<file path="src/rtl/fetch_stage.sv">
// rtl/fetch_stage.sv - RV32I instruction-fetch stage: PC register, wait-state tolerant imem reads, IF/ID register
module fetch_stage #(
    parameter logic [31:0] RESET_PC  = 32'h0000_0000,
    parameter logic [31:0] NOP_INSTR = 32'h0000_0013
) (
    input  logic        i_clk,
    input  logic        i_reset,
    input  logic        i_stall_f,
    input  logic        i_stall_d,
    input  logic        i_flush_d,
    input  logic        i_pcsrc_e,
    input  logic [31:0] i_pc_target_e,
    output logic        o_imem_req,
    output logic [31:0] o_imem_addr,
    input  logic        i_imem_valid,
    input  logic [31:0] i_imem_rdata,
    output logic [31:0] o_if_id_instr,
    output logic [31:0] o_if_id_pc,
    output logic [31:0] o_if_id_pc_plus4,
    output logic        o_if_id_valid,
    output logic        o_fetch_busy,
    output logic        o_misaligned_target
);
    typedef enum logic [1:0] {
        S_BOOT,
        S_FETCH,
        S_DISCARD
    } state_t;

    state_t      r_state;
    logic [31:0] r_pc;
    logic [31:0] r_saved_target;
    logic [31:0] r_instr;
    logic [31:0] r_if_pc;
    logic [31:0] r_if_pc_plus4;
    logic        r_if_valid;

    logic        w_req;
    logic        w_complete;
    logic [31:0] w_target;
    logic [31:0] w_pc_plus4;

    assign w_req      = (r_state != S_BOOT);
    assign w_complete = w_req & i_imem_valid;
    assign w_target   = {i_pc_target_e[31:2], 2'b00};
    assign w_pc_plus4 = r_pc + 32'd4;

    assign o_imem_req          = w_req;
    assign o_imem_addr         = r_pc;
    assign o_fetch_busy        = ((r_state == S_FETCH) & ~i_imem_valid) | (r_state == S_DISCARD);
    assign o_misaligned_target = i_pcsrc_e & (i_pc_target_e[1:0] != 2'b00);
    assign o_if_id_instr       = r_instr;
    assign o_if_id_pc          = r_if_pc;
    assign o_if_id_pc_plus4    = r_if_pc_plus4;
    assign o_if_id_valid       = r_if_valid;

    // A redirect seen mid-read parks in DISCARD so the address stays stable until the old read retires.
    always_ff @(posedge i_clk or posedge i_reset) begin
        if (i_reset) begin
            r_state        <= S_BOOT;
            r_pc           <= RESET_PC;
            r_saved_target <= 32'h0;
        end else begin
            case (r_state)
                S_BOOT: r_state <= S_FETCH;
                S_FETCH: begin
                    if (i_pcsrc_e) begin
                        if (w_complete) begin
                            r_pc <= w_target;
                        end else begin
                            r_saved_target <= w_target;
                            r_state        <= S_DISCARD;
                        end
                    end else if (!i_stall_f && w_complete) begin
                        r_pc <= w_pc_plus4;
                    end
                end
                S_DISCARD: begin
                    if (i_pcsrc_e) begin
                        r_saved_target <= w_target;
                    end
                    if (w_complete) begin
                        r_pc    <= i_pcsrc_e ? w_target : r_saved_target;
                        r_state <= S_FETCH;
                    end
                end
                default: r_state <= S_BOOT;
            endcase
        end
    end

    // Bubbles keep the old pc/pc_plus4; only instr and valid change.
    always_ff @(posedge i_clk or posedge i_reset) begin
        if (i_reset) begin
            r_instr       <= NOP_INSTR;
            r_if_pc       <= 32'h0;
            r_if_pc_plus4 <= 32'h0;
            r_if_valid    <= 1'b0;
        end else if (i_flush_d) begin
            r_instr    <= NOP_INSTR;
            r_if_valid <= 1'b0;
        end else if (i_stall_d) begin
            r_instr    <= r_instr;
        end else if ((r_state == S_FETCH) && w_complete && !i_pcsrc_e) begin
            r_instr       <= i_imem_rdata;
            r_if_pc       <= r_pc;
            r_if_pc_plus4 <= w_pc_plus4;
            r_if_valid    <= 1'b1;
        end else begin
            r_instr    <= NOP_INSTR;
            r_if_valid <= 1'b0;
        end
    end
endmodule
</file>
<file path="config.mk">
export PLATFORM = sky130hd
export DESIGN_NAME = fetch_stage
export DESIGN_NICKNAME = d
export VERILOG_FILES = /design/src/rtl/fetch_stage.sv
export SDC_FILE = /design/constraint.sdc
export NUM_CORES = 1
export LEC_CHECK = 0
export ABC_AREA = 1
export CAP_MARGIN = 20
export CORE_UTILIZATION = 50
export DETAILED_ROUTE_END_ITERATION = 16
export PLACE_DENSITY = 0.82
export SLEW_MARGIN = 10
export SYNTH_ARGS = -nofsm -noshare
export SYNTH_HDL_FRONTEND = slang
export SYNTH_SLANG_ARGS = --single-unit
</file>
<file path="constraint.sdc">
create_clock -name i_clk -period 10.76 [get_ports i_clk]
set_input_delay 2.69 -clock i_clk [delete_from_list [all_inputs] [get_ports i_clk]]
set_output_delay 2.69 -clock i_clk [all_outputs]
set_load 0.02 [all_outputs]
</file>
==> flow_summary_export.csv <==
group,metric,value,unit
clocking,cts_setup_buffers,0,
yosys,synth_top_cell_area_share,0.530,
timing,period_share,0.682,
power_and_ir_drop,power.density,291,nW/µm²
clocking,clk_pin_slew_worst_paths,0.06,ns
power_and_ir_drop,power.total,2.94,mW
clocking,h-tree-depth,4,
critical_path,crit_buf_inv,3,
critical_path,rrSetupSlack,7.91,ns
timing,rsz0062_at_grt,"no",
critical_path,start_kind,"primary input",
placed_design,dp.cells,1233,
clocking,cts_sinks,161,
power_and_ir_drop,vdd_drop_max,0.152,mV
yosys,synthXorXnorAreaFrac,0.0164,
hold_path,whs_endpoint,"r_saved_target[4]",
hold_path,worstHoldStart,"r_saved_target[4]",
clocking,cts_tree,"built",
yosys,syn_nets,961,
timing,period_needed,7.34,ns
yosys,synthCells,886,
clocking,cts_buffers,17,
critical_path,cp.arrival,4.65,ns
finish,drive_above_1_share,0.0656,
finish,design_area,10100,µm²
global_route,gr-usage-all-layers,0.270,
global_route,grt.busiest_layer,"met2",
run,drv_cap,0,
drt,initialDrtViolationCount,627,
yosys,synth.distinct_cells,31,
global_route,grt_max_degree,89,
critical_path,cp_max_fo,20,
power_and_ir_drop,p_int,1.70,mW
placed_design,dpl-instance-area,9480,µm²
yosys,syn-cell-area,7460,µm²
finish,syn_to_final_growth,35.2,%
finish,finalNetCount,1144,
drt,drc,0,
timing,worst_hold_slack,0.479,ns
yosys,synthMuxAreaShare,0,
finish,fill_cells,1158,
yosys,yosys_warnings,0,
power_and_ir_drop,p_sw,1.24,mW
power_and_ir_drop,clkPwrFrac,0.200,
timing,hold_viol_final,0,
critical_path,end_kind,"output port",
finish,final_cell_mix,"nand2_1, clkdlybuf4s50_1, dfrtp_1",
timing,tightest_slew,0.936,ns
clocking,cts-root-buf,"clkbuf_16",
critical_path,path_common_cell,"clkdlybuf4s50_1",
global_route,antenna_found_initial,0,
yosys,yosys.area_share.adder,0.00671,
power_and_ir_drop,p_comb_frac,0.448,
finish,stdcell_count,1266,
yosys,synth_area_leaders,"dfrtp_1, nand2_1, o21ai_0",
timing,drv_slew,0,
finish,insertedDiodeCount,0,
power_and_ir_drop,power_leakage,4.71,nW
critical_path,r2r_cells,10,
global_route,grtUsageMet3,0.0614,
critical_path,r2r_end,"o_if_id_pc_plus4[22]",
power_and_ir_drop,p_seq_frac,0.352,
yosys,yosysSeqAreaShare,0.541,
global_route,grt_pass1_wl,31100,µm
global_route,met2_usage,0.417,
floorplanning,die_w,124,µm
floorplanning,rows,44,
yosys,synth_compound_area_frac,0.132,
hold_path,whs_path_depth,2,
timing,fin_skew,0.00792,ns
clocking,clkLatencyLatePin,0.44,ns
finish,mostFrequentLayoutCell,"nand2_1",
placed_design,gp_congestion,0.881,
floorplanning,core-area,14500,µm²
yosys,ys_ff_latch,161,
critical_path,r2r-start,"r_state[1]",
drt,via_per_inst,5.23,
clocking,cts_resized,0,
critical_path,path_cells,"clkdlybuf4s50_1, inv_2, nor2_1, clkdlybuf4s50_1",
yosys,syn_area_per_cell,8.42,µm²
timing,max_freq,136,MHz
critical_path,critPathSlowestCell,"clkdlybuf4s50_1",
clocking,holdBufCountCts,0,
floorplanning,dieArea,15400,µm²
drt,via_count,6619,
power_and_ir_drop,switching_share,0.421,
floorplanning,floorplan.initialDensity,0.513,
placed_design,dp_hpwl,14500,µm
hold_path,hp-class,"reg2reg",
global_route,met1_usage,0.360,
drt,antenna_left,0,
critical_path,criticalPathCategory,"in2out",
yosys,synth_top_family_by_area,"simple AND/OR/NAND/NOR gates",
drt,drt-total-wl,20100,µm
yosys,yosysTopAreaCell,"dfrtp_1",
timing,setup_viol,0,
yosys,synth-simple-area-share,0.229,
critical_path,cp_top_family,"buffers and inverters",
critical_path,slowest_delay,0.88,ns
placed_design,portBuffers,202,
outcome,status,"complete, no violations",
drt,routedWlPerCell,15.9,µm
floorplanning,die_y,124,µm
critical_path,crit_required,8.07,ns
global_route,grt_overflow,0,
global_route,grt_pass1_vias,6080,
clocking,clockBufferDepth,2,
timing,setup-tns-final,0,ns
drt,dr.pass1.iters,6,
floorplanning,num_io_pins,203,
timing,relSlewSlack,0.376,
==> per-stage QoR <==
stage,setup slack [ns],util
after floorplan,3.73,-
after global placement,3.43,0.652
after detailed placement,3.42,0.652
after CTS,3.42,0.692
after global routing,3.28,0.694
final,3.42,0.694
==> cells in the mapped netlist, drive strengths merged <==
cell type / instances
a21oi: 22
xor2: 14
o21ai: 95
o221ai: 2
a31oi: 13
a22oi: 1
nand4: 1
nand3: 19
inv: 77
dfrtp: 158
ha: 4
buf: 27
o22a: 3
a22o: 29
nor3: 4
dfstp: 3
nand2: 277
clkinv: 1
o22ai: 2
nor2: 116
clkbuf: 16
and2: 2
==> per-layer routing <==
layer	vias up	part of all wire
met5	-	0
met4	0	0.030
met3	43	0.087
met2	290	0.46
met1	3091	0.43
li1	3195	-
==> worst max path at each step <==
stage,cells after the start,to,slack [ns],from
6_report,4,o_misaligned_target,3.42,i_pcsrc_e
5_1_grt,4,o_misaligned_target,3.28,i_pcsrc_e
4_1_cts,4,o_misaligned_target,3.42,i_pcsrc_e
3_5_place_dp,4,o_misaligned_target,3.42,i_pcsrc_e
3_3_place_gp,4,o_misaligned_target,3.43,i_pcsrc_e
2_1_floorplan,1,o_if_id_instr[10],3.73,i_reset
==> cell families (layout without fill, tap and decap cells) <==
family	after synthesis	count (layout)
adders and majority gates	4	4
xor gates and xnor gates	14	14
and+or+nand+nor	419	419
DFF	161	161
AOI/OAI and AO/OA	167	167
buffers and inverters	121	317
==> state kept, by name (all words and copies together) (netlist names) <==
register / count
o_if_id_valid: 1
o_if_id_instr: 32
o_if_id_pc_plus4: 30
r_saved_target: 32
o_if_id_pc: 32
o_imem_addr: 32
r_state: 2
==> layout make-up <==
cell class              instances  area (µm²)  share of cell area
clock inverters                13         126              0.0125
inverters                      78         299              0.0297
repair buffers                207        2070               0.206
clock buffers                  19         453              0.0449
flip-flops and latches        161        4030               0.400
multi-input cells             604        2870               0.285
well taps                     184         230              0.0228
==> power groups by stage <==
stage	Combinational (mW)	Sequential, mW	Clock (mW)
2_1_floorplan	0.593	1.20	0
3_3_place_gp	1.28	1.03	0
3_5_place_dp	1.31	1.04	0
4_1_cts	1.32	1.03	0.597
5_1_grt	1.45	1.06	0.621
6_report	1.32	1.03	0.589
==> worst reg2reg max path, cell delays in order, from the launching register on <==
cell and delay (ns):
dfrtp_1 0.38, inv_1 0.10, ha_1 0.21, nor2_2 0.08
nand3_2 0.13, nor2_2 0.07, nand2_4 0.55, clkinv_2 0.63
buf_12 0.37, nor2_1 0.16, a31oi_1 0.05
Power figures use the tool's default switching activity.
